## src/rtl/npc_pkg.sv

```systemverilog
// rtl/npc_pkg.sv - shared memory-op codes and load/store unit state type
package npc_pkg;

    localparam logic [2:0] MEMOP_B  = 3'b000;
    localparam logic [2:0] MEMOP_H  = 3'b001;
    localparam logic [2:0] MEMOP_W  = 3'b010;
    localparam logic [2:0] MEMOP_BU = 3'b100;
    localparam logic [2:0] MEMOP_HU = 3'b101;

    typedef enum logic [1:0] {
        LSU_IDLE = 2'd0,
        LSU_REQ  = 2'd1,
        LSU_WAIT = 2'd2,
        LSU_DONE = 2'd3
    } lsu_state_t;

endpackage

```

## src/rtl/lsu_fmt.sv

```systemverilog
// rtl/lsu_fmt.sv - store lane alignment, load extract/extend and alignment check
module lsu_fmt
    import npc_pkg::*;
(
    input  logic [2:0]  memop,
    input  logic [1:0]  lane,
    input  logic [31:0] st_data,
    input  logic [31:0] ld_word,
    output logic [3:0]  wstrb,
    output logic [31:0] wdata,
    output logic [31:0] ld_data,
    output logic        op_ok,
    output logic        aligned
);

    logic [31:0] shifted;

    always_comb begin
        shifted = ld_word >> {lane, 3'b000};
        wstrb   = 4'b0000;
        wdata   = st_data;
        ld_data = 32'h0;
        op_ok   = 1'b1;
        aligned = 1'b1;
        case (memop)
            MEMOP_B, MEMOP_BU: begin
                wstrb   = 4'b0001 << lane;
                wdata   = {4{st_data[7:0]}};
                ld_data = (memop == MEMOP_B) ? {{24{shifted[7]}}, shifted[7:0]}
                                             : {24'h0, shifted[7:0]};
            end
            MEMOP_H, MEMOP_HU: begin
                wstrb   = 4'b0011 << lane;
                wdata   = {2{st_data[15:0]}};
                ld_data = (memop == MEMOP_H) ? {{16{shifted[15]}}, shifted[15:0]}
                                             : {16'h0, shifted[15:0]};
                aligned = ~lane[0];
            end
            MEMOP_W: begin
                wstrb   = 4'b1111;
                ld_data = ld_word;
                aligned = (lane == 2'b00);
            end
            default: begin
                op_ok   = 1'b0;
                aligned = 1'b0;
            end
        endcase
    end

endmodule

```

## src/rtl/lsu.sv

```systemverilog
// rtl/lsu.sv - multi-cycle load/store unit, one valid/ready bus transaction per request
module lsu
    import npc_pkg::*;
#(
    parameter int ADDR_W = 32,
    parameter int DATA_W = 32
) (
    input  logic              clk,
    input  logic              rst,
    input  logic              req_valid,
    output logic              req_ready,
    input  logic              MemRd,
    input  logic              MemWr,
    input  logic [2:0]        MemOp,
    input  logic [ADDR_W-1:0] addr,
    input  logic [DATA_W-1:0] wdata,
    output logic              resp_valid,
    output logic [DATA_W-1:0] rdata,
    output logic              resp_err,
    output logic              bus_req_valid,
    input  logic              bus_req_ready,
    output logic [ADDR_W-1:0] bus_req_addr,
    output logic              bus_req_wen,
    output logic [3:0]        bus_req_wstrb,
    output logic [DATA_W-1:0] bus_req_wdata,
    input  logic              bus_resp_valid,
    input  logic [DATA_W-1:0] bus_resp_rdata
);

    lsu_state_t        state;
    logic [2:0]        op_q;
    logic [1:0]        lane_q;
    logic              wr_q;
    logic [DATA_W-1:0] rdata_q;
    logic              err_q;
    logic [ADDR_W-1:0] baddr_q;
    logic              bwen_q;
    logic [3:0]        bstrb_q;
    logic [DATA_W-1:0] bwdata_q;

    logic [2:0]  f_op;
    logic [1:0]  f_lane;
    logic [3:0]  f_wstrb;
    logic [31:0] f_wdata;
    logic [31:0] f_ld;
    logic        f_op_ok;
    logic        f_aligned;
    logic        idle;

    // The single formatter sees live request fields in IDLE and latched fields otherwise.
    assign idle   = (state == LSU_IDLE);
    assign f_op   = idle ? MemOp : op_q;
    assign f_lane = idle ? addr[1:0] : lane_q;

    lsu_fmt u_fmt (
        .memop   (f_op),
        .lane    (f_lane),
        .st_data (wdata),
        .ld_word (bus_resp_rdata),
        .wstrb   (f_wstrb),
        .wdata   (f_wdata),
        .ld_data (f_ld),
        .op_ok   (f_op_ok),
        .aligned (f_aligned)
    );

    always_ff @(posedge clk or posedge rst) begin
        if (rst) begin
            state    <= LSU_IDLE;
            op_q     <= 3'b000;
            lane_q   <= 2'b00;
            wr_q     <= 1'b0;
            rdata_q  <= '0;
            err_q    <= 1'b0;
            baddr_q  <= '0;
            bwen_q   <= 1'b0;
            bstrb_q  <= 4'b0000;
            bwdata_q <= '0;
        end else begin
            case (state)
                LSU_IDLE: begin
                    if (req_valid && (MemRd ^ MemWr)) begin
                        op_q     <= MemOp;
                        lane_q   <= addr[1:0];
                        wr_q     <= MemWr;
                        baddr_q  <= {addr[ADDR_W-1:2], 2'b00};
                        bwen_q   <= MemWr;
                        bstrb_q  <= MemWr ? f_wstrb : 4'b0000;
                        bwdata_q <= MemWr ? f_wdata : '0;
                        rdata_q  <= '0;
                        if (f_op_ok && f_aligned) begin
                            err_q <= 1'b0;
                            state <= LSU_REQ;
                        end else begin
                            err_q <= 1'b1;
                            state <= LSU_DONE;
                        end
                    end else if (req_valid && MemRd && MemWr) begin
                        rdata_q <= '0;
                        err_q   <= 1'b1;
                        state   <= LSU_DONE;
                    end
                end
                LSU_REQ: begin
                    if (bus_req_ready) state <= LSU_WAIT;
                end
                LSU_WAIT: begin
                    if (bus_resp_valid) begin
                        rdata_q <= wr_q ? '0 : f_ld;
                        state   <= LSU_DONE;
                    end
                end
                LSU_DONE: state <= LSU_IDLE;
                default:  state <= LSU_IDLE;
            endcase
        end
    end

    assign req_ready     = idle;
    assign resp_valid    = (state == LSU_DONE);
    assign rdata         = rdata_q;
    assign resp_err      = err_q;
    assign bus_req_valid = (state == LSU_REQ);
    assign bus_req_addr  = baddr_q;
    assign bus_req_wen   = bwen_q;
    assign bus_req_wstrb = bstrb_q;
    assign bus_req_wdata = bwdata_q;

endmodule
```

## config.mk

```make
export PLATFORM = sky130hd
export DESIGN_NAME = lsu
export DESIGN_NICKNAME = d
export VERILOG_FILES = /design/src/rtl/npc_pkg.sv /design/src/rtl/lsu_fmt.sv /design/src/rtl/lsu.sv
export SDC_FILE = /design/constraint.sdc
export NUM_CORES = 1
export LEC_CHECK = 0
export BUFFER_PORTS_ARGS = -buffer_cell sky130_fd_sc_hd__buf_2
export CAP_MARGIN = 20
export CORE_MARGIN = 3
export CORE_UTILIZATION = 45
export CTS_CLUSTER_SIZE = 24
export DETAILED_ROUTE_END_ITERATION = 10
export PLACE_DENSITY = 0.74
export SLEW_MARGIN = 20
export SYNTH_ARGS = -nofsm -noshare
export SYNTH_HDL_FRONTEND = slang
export SYNTH_SLANG_ARGS = --single-unit
```

## constraint.sdc

```tcl
create_clock -name clk -period 4.83 [get_ports clk]
set_input_delay 0.7245 -clock clk [delete_from_list [all_inputs] [get_ports clk]]
set_output_delay 0.7245 -clock clk [all_outputs]
set_load 0.03 [all_outputs]
```

==> results.md <==
GRT:
- Entering global routing, the biggest net connects about 70 pins.
- The number of global-route vias before repair is approximately 4900.
- The first global-routing pass estimated 25100 um of wire.
- The number of antenna violations at the first check in global routing is 0.
- After global routing the overflow that remains totals 0.
- In the global route stage, overall resource usage came out at 0.237.

Timing:
- The worst clock skew is 0.00632 ns.
- Setup repair after global routing left no endpoint under its margin.
- Setup violations remaining at the end of the flow were counted as 0.
- The normalized max-slew margin is 0.307.
- The achievable clock frequency is 310 MHz.
- The max-slew violation count came to 0.
- Counting I/O delays and the setup requirement, the final critical path takes 3.22 ns.
- The number of hold violations in the final report was 0.
- For the final routed database, the setup TNS stands at 0 ns.
- Dividing the final minimum period by the clock period gives 0.667.
- The slew at the pin with the worst max-slew slack is 1.04 ns.

Clocking:
- The CTS tree is done.
- The number of clock sinks is 107.
- The post-CTS clock slew at the launch and capture registers of the worst setup and hold paths is 0.07 ns.
- The H-tree generated during clock tree synthesis spans 3 levels.
- In this run the clock root is driven by a clkbuf_16.
- Buffers inserted during clock tree synthesis total 9.
- The later-pin clock latency in the skew report is around 0.35 ns.
- The number of instances resized during post-cts repair is 0.
- In this run the post-CTS setup repair buffer count came out at 0.
- The clock passes through at most 2 buffers.
- The number of hold buffers added after CTS was 0.

Cells and area:
- The number of inserted filler cells in the final layout is 1040.
- The number of antenna cells inserted is 0.
- In the final layout, the share of cells above drive strength 1 is 0.346.
- The utilization of the core after routing is 0.582.
- Relative to the synthesized area, the layout overhead comes to 24.9%.
- The final layout contains between 800 and 900 nets.

Yosys:
- The complex-gate fraction of the synthesized area is 0.222.
- Yosys instantiated no cell more often than nand2_1.
- Of the total synthesized cell area, the portion taken by full adders, half adders and majority gates is 0.00928.
- The cell area that synthesis handed to floorplanning was approximately 0.0054 mm2.
- The synthesized area per cell is 9.45 um2.
- The sequential share of the synthesized area is 0.496.
- In the synthesized netlist, the number of instances is 571.
- After synthesis, the cell types taking the most area are dfrtp_1, nand2_1, mux2i_1.
- The commonest cells after synthesis are nand2_1, dfrtp_1, o21ai_0.
- Of all flip-flops after synthesis, the portion carrying an async set or reset was 1.00.
- The dominant cell type by area after synthesis is dfrtp_1.
- Of the post-synthesis cell area, the dominant cell type holds 0.496.
- Of the total synthesized cell area, the portion taken by AND, OR, NAND and NOR gates is 0.177.
- The number of warning messages in the yosys log is 0.
- The number of different library cells in the post-synthesis netlist is 56.
- For this run, the leading register cell type out of synthesis is dfrtp_1.
- The share of cell area taken by muxes after synthesis is 0.0448.
- Of the total synthesized cell area, the portion taken by XOR and XNOR cells is 0.00162.
- The flip-flop and latch count after synthesis is 107.
- By area, the combinational part of the netlist is dominated by compound AO/OA/AOI/OAI gates.
- Yosys mapped a number of flops with a built-in enable equal to 0.

Floorplan:
- The total die area is 0.0133 mm2.
- The floorplan step set the die height to 115 um.
- After floorplanning, the core was divided into 39 placement rows.
- During I/O placement, the number of pins put on the boundary was ~210.
- The initial utilization of the core area, before any placement, comes to 0.466.
- The overall die width is ~120 um.
- The core area is 0.0116 mm2.

Worst setup path:
- The launching element type of the critical path is a flop.
- For the worst setup path, the data required time is 5.04 ns.
- The worst-case register-to-register setup slack is 1.61 ns.
- The cell family contributing the most delay on the critical path is compound AO/OA/AOI/OAI gates.
- The critical path class is reg2reg.
- The terminus of the critical flop-to-flop path is rdata[27].
- The number of buffers and inverters on the critical path is 1.
- The signal on the critical path passes through inv_1 > ha_2 > mux2i_2 > nor2b_1 > o221a_4 > a22oi_4 > o21ai_1.
- The number of cells on the worst reg-to-reg path is 7.
- The launching point of the worst reg2reg path is state[0].
- The delay of the slowest critical-path stage is 0.89 ns.
- Of all nets on the critical path, the largest fanout is between 40 and 50.
- The data arrival time of the critical path is 3.44 ns.
- The worst setup path is captured at a flop.
- The slowest stage cell on the critical path is ha_2.

Detailed routing:
- The violation count after the first detailed-routing iteration is 356.
- The detail route stage leaves a number of antenna-violating nets equal to 0.
- After detailed routing, the number of remaining DRC violations is 0.
- The first-pass iteration count of the detailed router is 5.
- The routed length per instance is between 15 and 20 um.
- The number of vias in the routed layout is 5080.
- The per-cell via count in the routed design is 5.63.
- Summed over all layers, the routed wires come to 15800 um.

Power:
- The total power density per cell area is roughly 740 mW/mm2.
- For this design the static power due to leakage is 3.51 nW.
- The highest ir drop seen on vdd is 380 uV.

Placement:
- Input and output buffers added on the ports amount to 208.
- Once detailed placement completed, the half-perimeter wirelength came to 11800 um.
- At the end of routability-driven placement, the weighted congestion stood at a little over 0.9.

Hold path:
- The path with the worst hold slack has its endpoint at bus_req_addr[27].
- The startpoint identified for the worst hold timing path is bus_req_addr[27].
- The worst hold path stage count is 2.
- The worst min-delay path class is reg2reg.

Job:
- Across the run, the number of max-cap violations was 0.

Status:
- The run finished with clean final reports.
==> metrics by stage <==
stage,cell area (um2),cells,setup slack (ns),total power [W],hold WS (ns)
2_1_floorplan,5400,572,1.29,0.00360,0.489
3_3_place_gp,6440,887,1.79,0.00424,0.455
3_5_place_dp,6450,887,1.66,0.00432,0.457
4_1_cts,6740,903,1.65,0.00504,0.474
5_1_grt,6740,903,1.36,0.00533,0.499
6_report,6740,903,1.61,0.00501,0.471
==> cell families (layout without fill, tap and decap cells) <==
family,after synthesis,in the layout
AOI/OAI and AO/OA,169,169
xor gates and xnor gates,1,1
adders and majority gates,4,4
buffers and inverters,49,237
DFF,107,107
muxes,22,22
other,1,2
and+or+nand+nor,218,218
==> routing by layer <==
metal / wire length (um) / vias up / GRT usage
li1: - / 2382 / -
met1: 6690 / 2472 / 0.321
met2: 7830 / 200 / 0.389
met3: 1030 / 26 / 0.0491
met4: 297 / 0 / 0.0649
met5: 0 / - / 0
==> worst max-delay path by stage <==
stage	start	end	slack (ns)	cells after the start
3_5_place_dp	state[0]	rdata[31]	1.66	7
4_1_cts	state[0]	rdata[31]	1.65	7
6_report	state[0]	rdata[27]	1.61	7
2_1_floorplan	rst	bus_req_addr[10]	1.29	1
3_3_place_gp	state[0]	rdata[28]	1.79	7
5_1_grt	state[0]	rdata[28]	1.36	7
==> cells in the final DEF (no fill, tap or decap), types with 2 or more instances in the layout <==
cell,instances
mux2i_1,18
conb_1,2
nor3_1,3
and2_1,3
o221ai_1,8
a221oi_1,8
clkinvlp_4,2
o21ai_1,16
a21oi_1,25
a221o_1,7
ha_1,3
nor2b_1,3
a22o_1,8
and3b_1,2
mux2i_2,2
buf_4,6
o31ai_1,7
o211ai_1,9
o21ai_2,10
nand2_1,169
buf_2,208
and2b_2,2
inv_1,6
clkbuf_16,9
a21oi_2,4
dfrtp_1,107
o22ai_1,9
nor4_1,9
nor2_1,16
a22oi_1,18
o21ai_0,31
==> power breakdown <==
part | internal [W] | switching (W)
Combinational | 0.000846 | 0.00190
Clock | 0.000370 | 0.000338
Sequential | 0.00129 | 0.000264
==> worst min-delay path: cells and delay by family (launching register included) <==
| family | cells | cell delay [ns] |
|---|---|---|
| flip-flops | 1 | 0.34 |
| AND/OR/NAND/NOR | 2 | 0.11 |
==> area by class of cell <==
cell class                      instances  area [um2]  share of cell area
Clock buffer                           10         239              0.0355
Tap cell                              143         179              0.0266
Inverter                                7        28.8             0.00427
Sequential cell                       107        2680               0.397
Multi-Input combinational cell        416        2480               0.368
Clock inverter                          6        48.8             0.00724
Timing Repair Buffer                  214        1090               0.161
==> state kept, by name (all words and copies together), names as in the netlist <==
register	flops
lane_q	2
state	2
bus_req_addr	30
bus_req_wdata	32
op_q	3
resp_err	1
rdata	32
bus_req_wstrb	4
bus_req_wen	1
(Power assumes the default switching activity.)
